`src/rtl/biu_test_master_mc_pkg.sv`:
```
// Shared types and helpers for the multi-channel bus test master:
// FSM state encoding, data replication and per-channel address generation.
package biu_test_pkg;

  typedef enum logic [2:0] {
    IDLE,
    ISSUE_WR,
    WAIT_WR,
    ISSUE_RD,
    WAIT_RD,
    CHECK
  } state_t;

  localparam int MAX_WIDTH = 64;

  // Callers size-cast the result down to their own bus width.
  function automatic logic [MAX_WIDTH-1:0] replicate(input logic [MAX_WIDTH-1:0] value,
                                                     input int sw_width,
                                                     input int copies);
    logic [MAX_WIDTH-1:0] mask;
    logic [MAX_WIDTH-1:0] result;
    mask   = (MAX_WIDTH'(1) << sw_width) - MAX_WIDTH'(1);
    result = '0;
    for (int i = 0; i < copies; i++) begin
      result = result | ((value & mask) << (i * sw_width));
    end
    return result;
  endfunction

  function automatic logic [MAX_WIDTH-1:0] chan_addr(input logic [MAX_WIDTH-1:0] base,
                                                     input logic [MAX_WIDTH-1:0] stride,
                                                     input int chan);
    return base + stride * MAX_WIDTH'(chan);
  endfunction

endpackage

```
`src/rtl/biu_test_master_mc_if.sv`:
```
// Handshake between the test master and the bus interface unit: a one-cycle
// en pulse starts a transfer, busy stays high until it has finished.
interface bus_if #(
  parameter int ADDR_WIDTH = 32,
  parameter int DATA_WIDTH = 32
);
  logic                  en;
  logic                  rnw;
  logic                  busy;
  logic [ADDR_WIDTH-1:0] addr;
  logic [DATA_WIDTH-1:0] data_out;
  logic [DATA_WIDTH-1:0] data_in;

  modport master (output en, rnw, addr, data_out, input data_in, busy);
  modport slave  (input en, rnw, addr, data_out, output data_in, busy);
endinterface

```
`src/rtl/biu_test_master_mc_debounce.sv`:
```
// Per-channel debouncer: raises pending once a synchronized switch group has
// held a new value long enough, and drops it when the channel is granted.
module biu_test_debounce #(
  parameter int SW_WIDTH      = 16,
  parameter int STABLE_CYCLES = 3
) (
  input  logic                clk,
  input  logic                n_rst,
  input  logic [SW_WIDTH-1:0] syncd,
  input  logic [SW_WIDTH-1:0] committed,
  input  logic                grant,
  output logic                pending
);
  localparam int CNT_W = $clog2(STABLE_CYCLES + 1);

  logic [SW_WIDTH-1:0] prev;
  logic [CNT_W-1:0]    cnt;
  logic                settled;

  // A change in the current cycle vetoes a stale saturated count.
  assign settled = (cnt == CNT_W'(STABLE_CYCLES)) && (syncd == prev);

  always_ff @(posedge clk) begin
    if (!n_rst) begin
      prev    <= '0;
      cnt     <= '0;
      pending <= 1'b0;
    end else begin
      prev <= syncd;
      if (syncd != prev) begin
        cnt <= '0;
      end else if (cnt != CNT_W'(STABLE_CYCLES)) begin
        cnt <= cnt + 1'b1;
      end
      // Grant wins: committed only catches up with syncd on the next cycle.
      if (grant) begin
        pending <= 1'b0;
      end else if (settled && (syncd != committed)) begin
        pending <= 1'b1;
      end
    end
  end
endmodule

```
`src/rtl/biu_test_master_mc.sv`:
```
// Multi-channel bus test master: debounces switch groups, writes each settled
// value to its own slave address and optionally reads it back to compare.
module biu_test_master_mc
  import biu_test_pkg::*;
#(
  parameter int                    ADDR_WIDTH    = 32,
  parameter int                    DATA_WIDTH    = 32,
  parameter int                    NUM_CHANNELS  = 2,
  parameter int                    SW_WIDTH      = 16,
  parameter logic [ADDR_WIDTH-1:0] BASE_ADDR     = ADDR_WIDTH'(32'hc000_0000),
  parameter logic [ADDR_WIDTH-1:0] ADDR_STRIDE   = ADDR_WIDTH'(32'h4),
  parameter int                    STABLE_CYCLES = 3,
  parameter int                    VERIFY        = 1,
  localparam int                   CHAN_W        = (NUM_CHANNELS > 1) ? $clog2(NUM_CHANNELS) : 1
) (
  input  logic                             clk,
  input  logic                             n_rst,
  input  logic [NUM_CHANNELS*SW_WIDTH-1:0] sw_input,
  bus_if.master                            bus,
  output logic                             o_busy,
  output logic [CHAN_W-1:0]                o_last_chan,
  output logic [15:0]                      o_wr_count,
  output logic [15:0]                      o_err_count
);
  localparam int REPS = DATA_WIDTH / SW_WIDTH;

  logic [NUM_CHANNELS*SW_WIDTH-1:0] sync_meta, sync_out;
  logic [SW_WIDTH-1:0]   syncd     [NUM_CHANNELS];
  logic [SW_WIDTH-1:0]   committed [NUM_CHANNELS];
  logic [NUM_CHANNELS-1:0] pending, grant;

  state_t              state, state_next;
  logic [CHAN_W-1:0]   chan, last_grant, rr_chan, last_chan;
  logic                rr_found;
  logic [SW_WIDTH-1:0] value;
  logic [DATA_WIDTH-1:0] expected, rdata_cap;
  logic [15:0]         wr_count, err_count;

  always_ff @(posedge clk) begin
    if (!n_rst) begin
      sync_meta <= '0;
      sync_out  <= '0;
    end else begin
      sync_meta <= sw_input;
      sync_out  <= sync_meta;
    end
  end

  for (genvar c = 0; c < NUM_CHANNELS; c++) begin : g_chan
    assign syncd[c] = sync_out[c*SW_WIDTH +: SW_WIDTH];

    biu_test_debounce #(
      .SW_WIDTH      (SW_WIDTH),
      .STABLE_CYCLES (STABLE_CYCLES)
    ) u_debounce (
      .clk       (clk),
      .n_rst     (n_rst),
      .syncd     (syncd[c]),
      .committed (committed[c]),
      .grant     (grant[c]),
      .pending   (pending[c])
    );
  end

  // Round-robin search starts one past the most recently granted channel.
  always_comb begin
    rr_found = 1'b0;
    rr_chan  = last_grant;
    for (int i = 1; i <= NUM_CHANNELS; i++) begin
      if (!rr_found && pending[CHAN_W'((int'(last_grant) + i) % NUM_CHANNELS)]) begin
        rr_found = 1'b1;
        rr_chan  = CHAN_W'((int'(last_grant) + i) % NUM_CHANNELS);
      end
    end
  end

  always_comb begin
    grant = '0;
    if (state == IDLE && rr_found) begin
      grant[rr_chan] = 1'b1;
    end
  end

  always_ff @(posedge clk) begin
    if (!n_rst) begin
      state <= IDLE;
    end else begin
      state <= state_next;
    end
  end

  always_comb begin
    state_next = state;
    bus.en     = 1'b0;
    bus.rnw    = 1'b0;
    case (state)
      IDLE:     if (rr_found) state_next = ISSUE_WR;
      ISSUE_WR: if (!bus.busy) begin
                  bus.en     = 1'b1;
                  state_next = WAIT_WR;
                end
      WAIT_WR:  if (!bus.busy) state_next = (VERIFY != 0) ? ISSUE_RD : IDLE;
      ISSUE_RD: begin
                  bus.rnw = 1'b1;
                  if (!bus.busy) begin
                    bus.en     = 1'b1;
                    state_next = WAIT_RD;
                  end
                end
      WAIT_RD:  begin
                  bus.rnw = 1'b1;
                  if (!bus.busy) state_next = CHECK;
                end
      CHECK:    state_next = IDLE;
      default:  state_next = IDLE;
    endcase
  end

  assign expected     = DATA_WIDTH'(replicate(MAX_WIDTH'(value), SW_WIDTH, REPS));
  assign bus.data_out = expected;
  assign bus.addr     = ADDR_WIDTH'(chan_addr(MAX_WIDTH'(BASE_ADDR), MAX_WIDTH'(ADDR_STRIDE), int'(chan)));

  // Pointer resets to the last channel so channel 0 wins the first tie.
  always_ff @(posedge clk) begin
    if (!n_rst) begin
      for (int c = 0; c < NUM_CHANNELS; c++) committed[c] <= '0;
      chan       <= '0;
      value      <= '0;
      last_grant <= CHAN_W'(NUM_CHANNELS - 1);
      last_chan  <= '0;
      wr_count   <= '0;
      err_count  <= '0;
      rdata_cap  <= '0;
    end else begin
      if (state == IDLE && rr_found) begin
        chan               <= rr_chan;
        value              <= syncd[rr_chan];
        committed[rr_chan] <= syncd[rr_chan];
        last_grant         <= rr_chan;
      end
      if (state == WAIT_WR && !bus.busy) begin
        wr_count  <= wr_count + 16'd1;
        last_chan <= chan;
      end
      if (state == WAIT_RD && !bus.busy) begin
        rdata_cap <= bus.data_in;
      end
      if (state == CHECK && rdata_cap != expected && err_count != 16'hffff) begin
        err_count <= err_count + 16'd1;
      end
    end
  end

  assign o_busy      = (state != IDLE);
  assign o_last_chan = last_chan;
  assign o_wr_count  = wr_count;
  assign o_err_count = err_count;
endmodule

```
`src/flat_wrapper.sv`:
```
// flat-port wrapper written by rule: the top's interface ports become plain ports
module biu_test_master_mc_flat import biu_test_pkg::*;
#(
  parameter int                    ADDR_WIDTH    = 32,
  parameter int                    DATA_WIDTH    = 32,
  parameter int                    NUM_CHANNELS  = 2,
  parameter int                    SW_WIDTH      = 16,
  parameter logic [ADDR_WIDTH-1:0] BASE_ADDR     = ADDR_WIDTH'(32'hc000_0000),
  parameter logic [ADDR_WIDTH-1:0] ADDR_STRIDE   = ADDR_WIDTH'(32'h4),
  parameter int                    STABLE_CYCLES = 3,
  parameter int                    VERIFY        = 1,
  localparam int                   CHAN_W        = (NUM_CHANNELS > 1) ? $clog2(NUM_CHANNELS) : 1
)
  (clk, n_rst, sw_input, o_busy, o_last_chan, o_wr_count, o_err_count, bus_en, bus_rnw, bus_addr, bus_data_out, bus_data_in, bus_busy);
  bus_if #(.ADDR_WIDTH(ADDR_WIDTH), .DATA_WIDTH(DATA_WIDTH)) bus_i ();
  input  logic clk;
  input  logic n_rst;
  input  logic [NUM_CHANNELS*SW_WIDTH-1:0] sw_input;
  output logic o_busy;
  output logic [CHAN_W-1:0] o_last_chan;
  output logic [15:0] o_wr_count;
  output logic [15:0] o_err_count;
  output wire logic [$bits(bus_i.en)-1:0] bus_en;
  output wire logic [$bits(bus_i.rnw)-1:0] bus_rnw;
  output wire logic [$bits(bus_i.addr)-1:0] bus_addr;
  output wire logic [$bits(bus_i.data_out)-1:0] bus_data_out;
  input wire logic [$bits(bus_i.data_in)-1:0] bus_data_in;
  input wire logic [$bits(bus_i.busy)-1:0] bus_busy;
  assign bus_en = bus_i.en;
  assign bus_rnw = bus_i.rnw;
  assign bus_addr = bus_i.addr;
  assign bus_data_out = bus_i.data_out;
  assign bus_i.data_in = bus_data_in;
  assign bus_i.busy = bus_busy;
  biu_test_master_mc #(.ADDR_WIDTH(ADDR_WIDTH), .DATA_WIDTH(DATA_WIDTH), .NUM_CHANNELS(NUM_CHANNELS), .SW_WIDTH(SW_WIDTH), .BASE_ADDR(BASE_ADDR), .ADDR_STRIDE(ADDR_STRIDE), .STABLE_CYCLES(STABLE_CYCLES), .VERIFY(VERIFY)) u_core (.clk(clk), .n_rst(n_rst), .sw_input(sw_input), .bus(bus_i), .o_busy(o_busy), .o_last_chan(o_last_chan), .o_wr_count(o_wr_count), .o_err_count(o_err_count));
endmodule
```
`config.mk`:
```
export PLATFORM = sky130hd
export DESIGN_NAME = biu_test_master_mc_flat
export DESIGN_NICKNAME = d
export VERILOG_FILES = /design/src/rtl/biu_test_master_mc_pkg.sv /design/src/rtl/biu_test_master_mc_if.sv /design/src/rtl/biu_test_master_mc_debounce.sv /design/src/rtl/biu_test_master_mc.sv /design/src/flat_wrapper.sv
export SDC_FILE = /design/constraint.sdc
export NUM_CORES = 1
export LEC_CHECK = 0
export CAP_MARGIN = 10
export CORE_ASPECT_RATIO = 1.1
export CORE_MARGIN = 4
export CORE_UTILIZATION = 56
export CTS_BUF_LIST = sky130_fd_sc_hd__clkbuf_4 sky130_fd_sc_hd__clkbuf_8
export CTS_CLUSTER_DIAMETER = 50
export DETAILED_ROUTE_END_ITERATION = 10
export PLACE_DENSITY = 0.95
export SLEW_MARGIN = 10
export SYNTH_ARGS = -nofsm -noshare
export SYNTH_HDL_FRONTEND = slang
export SYNTH_HIERARCHICAL = 1
export SYNTH_SLANG_ARGS = --single-unit
```
`constraint.sdc`:
```
create_clock -name clk -period 3.3 [get_ports clk]
set_input_delay 0.33 -clock clk [delete_from_list [all_inputs] [get_ports clk]]
set_output_delay 0.33 -clock clk [all_outputs]
set_load 0.03 [all_outputs]
```
==> results of run 1 <==
==> per-stage QoR <==
stage / power [W] / instance area, sq um / util [%]
after global placement: 0.002609 / 8786 / 66.50
after floorplan: 0.002537 / 7696 / -
after global routing: 0.004235 / 9200 / 69.63
after CTS: 0.004117 / 9200 / 69.63
final: 0.004079 / 9200 / 69.63
after detailed placement: 0.002615 / 8786 / 66.50
==> where the power goes <==
| part | switching [W] | internal [W] |
|---|---|---|
| Clock | 0.000869 | 0.000644 |
| Sequential | 0.0000272 | 0.00231 |
| Combinational | 0.000119 | 0.000110 |
| Total | 0.00102 | 0.00306 |
==> state kept, by name, summed over array words and instances (netlist names), 2 cells and up <==
signal	flops
u_core/state	3
u_core/o_err_count	16
u_core/g_chan.u_debounce/prev	16
u_core/g_chan.u_debounce/cnt	2
u_core/committed	16
u_core/sync_meta	32
u_core/o_wr_count	16
u_core/rdata_cap	32
u_core/value	16
u_core/sync_out	32
==> worst max-delay path: cells and delay by family, from the launching register on <==
family / cells / cell delay [ps]
and+or+nand+nor: 1 / 150
buffers and inverters: 1 / 720
AOI/OAI and AO/OA: 1 / 260
DFF: 1 / 660
==> cells in the final DEF (no fill, tap or decap), types with 4 or more instances in the layout <==
cell type          n
dfxtp_1          169
clkdlybuf4s50_1  134
and2_1            81
nand2_1           80
a21oi_1           48
xnor2_1           48
nor2_1            43
conb_1            31
xor2_1            25
and3_1            24
mux2i_1           22
nand4_1           19
clkbuf_8          17
a211oi_1          17
edfxtp_1          16
nand3_1           12
or3_1              9
o21ai_0            7
nor3_1             7
nand2b_1           6
nor4_1             6
buf_4              6
inv_8              5
o31ai_1            5
or4_1              5
nand3b_1           4
==> area by class of cell <==
cell class | count | area [sq um]
Fill cell | 948 | 4013
Sequential cell | 185 | 3864
Multi-Input combinational cell | 533 | 3318
Timing Repair Buffer | 141 | 1391
Clock buffer | 17 | 234.0
Tap cell | 161 | 201.4
Clock inverter | 15 | 180.2
Inverter | 3 | 11.26
==> kinds of logic (layout without fill, tap and decap cells) <==
family	after synthesis	in the layout	share of synthesized area (%)
DFF	185	185	50.92
muxes	22	22	2.902
AOI/OAI and AO/OA	88	88	7.124
buffers and inverters	89	176	7.025
other	2	31	0.09898
xor gates and xnor gates	74	74	8.542
adders and majority gates	3	3	0.4948
and+or+nand+nor	315	315	22.89
==> Yosys cell counts (3+ instances only) <==
cell type | count | area share, %
and2_1 | 81 | 6.7
nand4_1 | 19 | 1.6
nor3_1 | 8 | 0.53
clkbuf_1 | 31 | 1.5
o31ai_1 | 5 | 0.49
nand3b_1 | 4 | 0.40
buf_4 | 50 | 4.9
xnor2_1 | 49 | 5.7
or4_1 | 5 | 0.49
o21ai_0 | 7 | 0.46
ha_1 | 3 | 0.49
nand2b_1 | 6 | 0.49
or3_1 | 9 | 0.74
nand3_1 | 12 | 0.79
buf_2 | 3 | 0.20
a211oi_1 | 17 | 1.7
nor4_1 | 6 | 0.49
o21ai_1 | 3 | 0.20
and3_1 | 24 | 2.0
nor2_1 | 43 | 2.1
a21oi_1 | 48 | 3.2
xor2_1 | 25 | 2.9
nand2_1 | 80 | 4.0
edfxtp_1 | 16 | 6.3
nor3_2 | 3 | 0.40
dfxtp_1 | 169 | 45
mux2i_1 | 22 | 2.9
==> routing by layer <==
metal | track usage [%] | vias up | share of wire, %
met3 | 5.158 | 35 | 6.7
met2 | 35.98 | 248 | 49
met4 | 8.248 | 0 | 2.4
met5 | 0 | - | 0
met1 | 25.72 | 2626 | 42
li1 | - | 2756 | -
==> final timing paths <==
path	startpoint	to	slack, ps	cells after the start
max	u_core/state[0]	bus_rnw	720	3
min	bus_data_in[24]	u_core/rdata_cap[24]	400	3
max reg2reg	u_core/value[15]	u_core/o_err_count[10]	930	6
min reg2reg	u_core/sync_meta[10]	u_core/sync_out[10]	430	1
==> metrics.md, run 1 <==
| Metric | Value |
|---|---|
| Worst path required time | `slightly below 3000 ps` |
| Die area | `15480 sq um` |
| Share of layout cells above drive strength 1 | `6.152%` |
| FF+latch count, synth | `around 190` |
| Grt ovf | `0` |
| Syn Area/Cell | `9.752 sq um` |
| Count of pins over their slew limit | `0` |
| Syn Inst Count | `roughly 800` |
| Via-per-instance ratio | `5.370` |
| Critical Path AT | `~2300 ps` |
| CORE AREA | `around 13000 sq um` |
| H-tree levels | `4` |
| Nets | `951` |
| Routability cong. | `0.8779` |
| Register area share after synthesis | `50.92%` |
| CTS Hold Buffers Added | `0` |
| Starting Density | `a little under three fifths` |
| Async SR Flop Fraction | `0%` |
| Top FF cell, synth | `dfxtp_1` |
| HP Class | `input pin to flop` |
| Resized Gates After CTS | `0` |
| Hold WS | `slightly above 400 ps` |
| DRT iter0 DRCs | `568` |
| Pre-antenna DRT Iters | `6` |
| RSZ-0062 raised after global routing | `false` |
| Setup TNS | `0 ps` |
| All-Layer GR Usage | `21.00%` |
| Setup ws final | `724.3 ps` |
| Max Root-Sink Buffers | `2` |
| Netlist cell types | `48` |
| Reg clk slew, reported paths | `approximately 110 ps` |
| Startpoint class of the critical path | `flop` |
| Vias in the first global route | `5385` |
| Clock Latency Late Sink | `470 ps` |
| Slew HR | `29.06%` |
| Lkg Pwr | `~3.3 nW` |
| CTS Sinks | `185` |
| Synthesis-to-layout area growth | `21.26%` |
| Min Clock Period, post-route | `between 2000 and 3000 ps` |
| Hpwl dp | `around 12000 microns` |
| Post-synth EDFFs | `16` |
| Max Freq | `between 0.3 and 0.4 GHz` |
| Fin crit share | `78.05%` |
| Antenna Cells | `0` |
| Worst Tran Pin Value | `1064 ps` |
| Max incr delay on CP | `just over 700 ps` |
| PwrDens | `between 400 and 500 nW/um^2` |
| TritonCTS buffer count | `17` |
| CTS tree | `yes` |
| Final setup viols | `0` |
| Post-route insts no fill | `roughly 1.1k` |
| Maximum vdd drop | `0.3486 mV` |
| Crit end category | `output port` |
| Routed len/inst | `15.69 microns` |
| Antenna Nets Post-Route | `0` |
| Cells after DPL | `1023` |
| Die height | `130.1 microns` |
| Site Rows | `44` |
| Final WL | `~17000 microns` |
| Residual DRC | `0` |
| Mapped Area | `between 7000 and 8000 sq um` |
| IO Pins | `167` |
| Max stage delay cell, worst path | `clkdlybuf4s50_1` |
| Post-CTS setup buffer count | `0` |
| Root Buffer | `clkbuf_8` |
| Fin. Hold Viols | `0` |
| Initial antenna violation count | `0` |
| Post-place setup slack | `826.1 ps` |
| Syn. warnings | `6` |
| Status | `completed` |
| First-pass GRT wire length | `approximately 26000 microns` |
| IO buf count | `135` |
| Max-Cap Viols | `0` |
| Die X | `approximately 120 microns` |
| Critical Path, Cell by Cell | `nand2_1 -> o21ai_0 -> clkdlybuf4s50_1` |
| Crit Path Class | `flop to output port` |
| Max FO, Critical Path | `13` |
| Routed via count | `5665` |
| Setup Skew | `14.59 ps` |
| Pin count of the biggest net entering global routing | `slightly above 80` |
No activity file was read; power rests on OpenSTA's default activity.
==> inputs of run 2 (changes only) <==
--- a/config.mk
+++ b/config.mk
@@ -8,11 +8,11 @@
 export CAP_MARGIN = 10
 export CORE_ASPECT_RATIO = 1.1
 export CORE_MARGIN = 4
-export CORE_UTILIZATION = 56
+export CORE_UTILIZATION = 47
 export CTS_BUF_LIST = sky130_fd_sc_hd__clkbuf_4 sky130_fd_sc_hd__clkbuf_8
 export CTS_CLUSTER_DIAMETER = 50
 export DETAILED_ROUTE_END_ITERATION = 10
-export PLACE_DENSITY = 0.95
+export PLACE_DENSITY = 0.9
 export SLEW_MARGIN = 10
 export SYNTH_ARGS = -nofsm -noshare
 export SYNTH_HDL_FRONTEND = slang
==> constraint.sdc (replaced) <==
create_clock -name clk -period 2.11 [get_ports clk]
set_input_delay 0.211 -clock clk [delete_from_list [all_inputs] [get_ports clk]]
set_output_delay 0.211 -clock clk [all_outputs]
set_load 0.03 [all_outputs]
==> run 2 against run 1 <==
Combinational power increased by 57%. Final cell count increased by 5.1%. Worst hold slack got worse by 330 ps. Die area increased by 18%. Clock power increased by 52%. Largest cell class unchanged.
==> metrics.md, run 2 (synthesized netlist as in run 1, its figures left out) <==
| Metric | Value |
|---|---|
| Reg clk slew, reported paths | `90 ps (was 110 ps)` |
| Share of layout cells above drive strength 1 | `9.251% (was 6.152%)` |
| Pre-antenna DRT Iters | `5 (was 6)` |
| Worst path required time | `2510 ps (was 2970 ps)` |
| Hold WS | `73.71 ps (was 404.9 ps)` |
| Max FO, Critical Path | `16 (was 13)` |
| Slew HR | `43.90% (was 29.06%)` |
| Most common cell after layout, fill and taps aside | `dfxtp_1 (unchanged)` |
| Filler cells | `1310 (was 948)` |
| Max-Cap Viols | `0 (unchanged)` |
| Setup TNS | `0 ps (unchanged)` |
| Die height | `141.3 microns (was 130.1 microns)` |
| Final WL | `16710 microns (was 16550 microns)` |
| Setup Skew | `15.66 ps (was 14.59 ps)` |
| IO buf count | `135 (unchanged)` |
| DRT iter0 DRCs | `648 (was 568)` |
| Max Root-Sink Buffers | `2 (unchanged)` |
| H-tree levels | `4 (unchanged)` |
| Residual DRC | `0 (unchanged)` |
| Most frequent cells in the layout | `dfxtp_1 (160), clkdlybuf4s50_1 (131), and2_1 (81), nand2_1 (79) (was dfxtp_1 (169), clkdlybuf4s50_1 (134), and2_1 (81), nand2_1 (80))` |
| Routed via count | `5636 (was 5665)` |
| Count of pins over their slew limit | `0 (unchanged)` |
| First-pass GRT wire length | `25900 microns (was 25880 microns)` |
| Worst reg2reg path startpoint | `u_core/value[1] (was u_core/value[15])` |
| CTS tree | `yes (unchanged)` |
| TritonCTS buffer count | `17 (unchanged)` |
| Root Buffer | `clkbuf_8 (unchanged)` |
| Total power | `0.006308 W (was 0.004079 W)` |
| Routed len/inst | `15.07 microns (was 15.69 microns)` |
| PwrDens | `672.6 nW/um^2 (was 443.4 nW/um^2)` |
| All-Layer GR Usage | `17.85% (was 21.00%)` |
| Min Clock Period, post-route | `2001 ps` |
| Initial antenna violation count | `1 (was 0)` |
| Die X | `129.1 microns (was 119.0 microns)` |
| Critical Path AT | `2400 ps (was 2250 ps)` |
| Starting Density | `48.04% (was 57.42%)` |
| CTS Sinks | `185 (unchanged)` |
| IO Pins | `167 (unchanged)` |
| Worst setup path startpoint | `u_core/value[1] (was u_core/state[0])` |
| Antenna Nets Post-Route | `0 (unchanged)` |
| Post-route insts no fill | `1109 (was 1055)` |
| Hpwl dp | `11720 microns (was 11520 microns)` |
| Crit end category | `flop (was output port)` |
| Die area | `18240 sq um (was 15480 sq um)` |
| CORE AREA | `15800 sq um (was 13210 sq um)` |
| HP Class | `input pin to flop (unchanged)` |
| Hold_sp | `n_rst (was bus_data_in[24])` |
| Vias in the first global route | `5238 (was 5385)` |
| Max Freq | `~0.5 GHz` |
| CTS Hold Buffers Added | `0 (unchanged)` |
| Final Util | `59.38% (was 69.63%)` |
| Via-per-instance ratio | `5.082 (was 5.370)` |
| Maximum vdd drop | `0.5537 mV (was 0.3486 mV)` |
| Regs by FF count | `u_core/rdata_cap x32, u_core/sync_meta x32, u_core/sync_out x32 (unchanged)` |
| Synthesis-to-layout area growth | `23.61% (was 21.26%)` |
| Final setup viols | `0 (unchanged)` |
| Site Rows | `48 (was 44)` |
| Worst Tran Pin Value | `841.5 ps (was 1064 ps)` |
| Crit Path Class | `flop to flop (was flop to output port)` |
| Grt ovf | `0 (unchanged)` |
| Clock Latency Late Sink | `480 ps (was 470 ps)` |
| Startpoint class of the critical path | `flop (unchanged)` |
| Nets | `965 (was 951)` |
| Pin count of the biggest net entering global routing | `83 (was 81)` |
| Routability cong. | `0.8778 (was 0.8779)` |
| Cells after DPL | `1075 (was 1023)` |
| Fin. Hold Viols | `0 (unchanged)` |
| Lkg Pwr | `3.429 nW (was 3.343 nW)` |
| Status | `completed (unchanged)` |
| Fin crit share | `94.84%` |
[run 2: changes by cell type in the layout (fill, tap and decap cells not counted), moves of 3 or more]
cell             delta
buf_4              +13
clkdlybuf4s50_1     -3
clkinv_8            -3
dfxtp_1             -9
dfxtp_2             +9
inv_8               -3
[run 2: layout make-up]
| class | count | area [sq um] | share of cell area, % |
|---|---|---|---|
| inverter | 3 | 11.26 | 0.1201 |
| clock buffer | 20 | 262.8 | 2.801 |
| antenna | 1 | 2.502 | 0.02668 |
| tap | 200 | 250.2 | 2.668 |
| sequential | 185 | 3875 | 41.32 |
| timing repair buffer | 155 | 1509 | 16.09 |
| clock inverter | 12 | 117.6 | 1.254 |
| multi-input combinational | 533 | 3351 | 35.73 |
[run 2: final timing paths]
check,slack [ps],endpoint,cells past startpoint
worst max-delay path,110,u_core/o_err_count[7],7
worst min-delay path,70,u_core/g_chan[0].u_debounce/prev[1],2
worst max register to register,110,u_core/o_err_count[7],7
worst min register to register,430,u_core/sync_out[4],1
[run 2: critical path: stages, from the launching register on]
cell and delay [ps]:
dfxtp_1 360, and3_1 230, o22ai_4 230, nor4_4 100, and2_1 150, buf_4 180, or4_1 520, a21oi_1 150
[run 2: power breakdown]
group	internal [W]	switching [W]
sequential	0.00361	0.0000421
clock	0.00101	0.00128
combinational	0.000175	0.000185
total	0.00480	0.00151
[run 2: repair_timing]
item / 4_1_cts / 5_1_grt
gates resized for setup: 5 / 14
setup endpoints to repair: 6 / 12
buffers inserted: 0 / 1
pin swaps: 0 / 1
[run 2: per-stage QoR]
step	worst slack [ps]	cell area, sq um
final	108.9	9379
after global routing	-5.504	9379
after CTS	8.782	9328
after detailed placement	-40.29	8945
after global placement	87.37	8945
after floorplan	59.43	7696
[run 2: routing by layer]
| metal | global-route usage (%) | part of all wire, % | vias up |
|---|---|---|---|
| li1 | - | - | 2773 |
| met1 | 22.49 | 43 | 2619 |
| met2 | 29.28 | 48 | 216 |
| met3 | 4.970 | 7.2 | 28 |
| met4 | 6.412 | 2.4 | 0 |
| met5 | 0 | 0 | - |
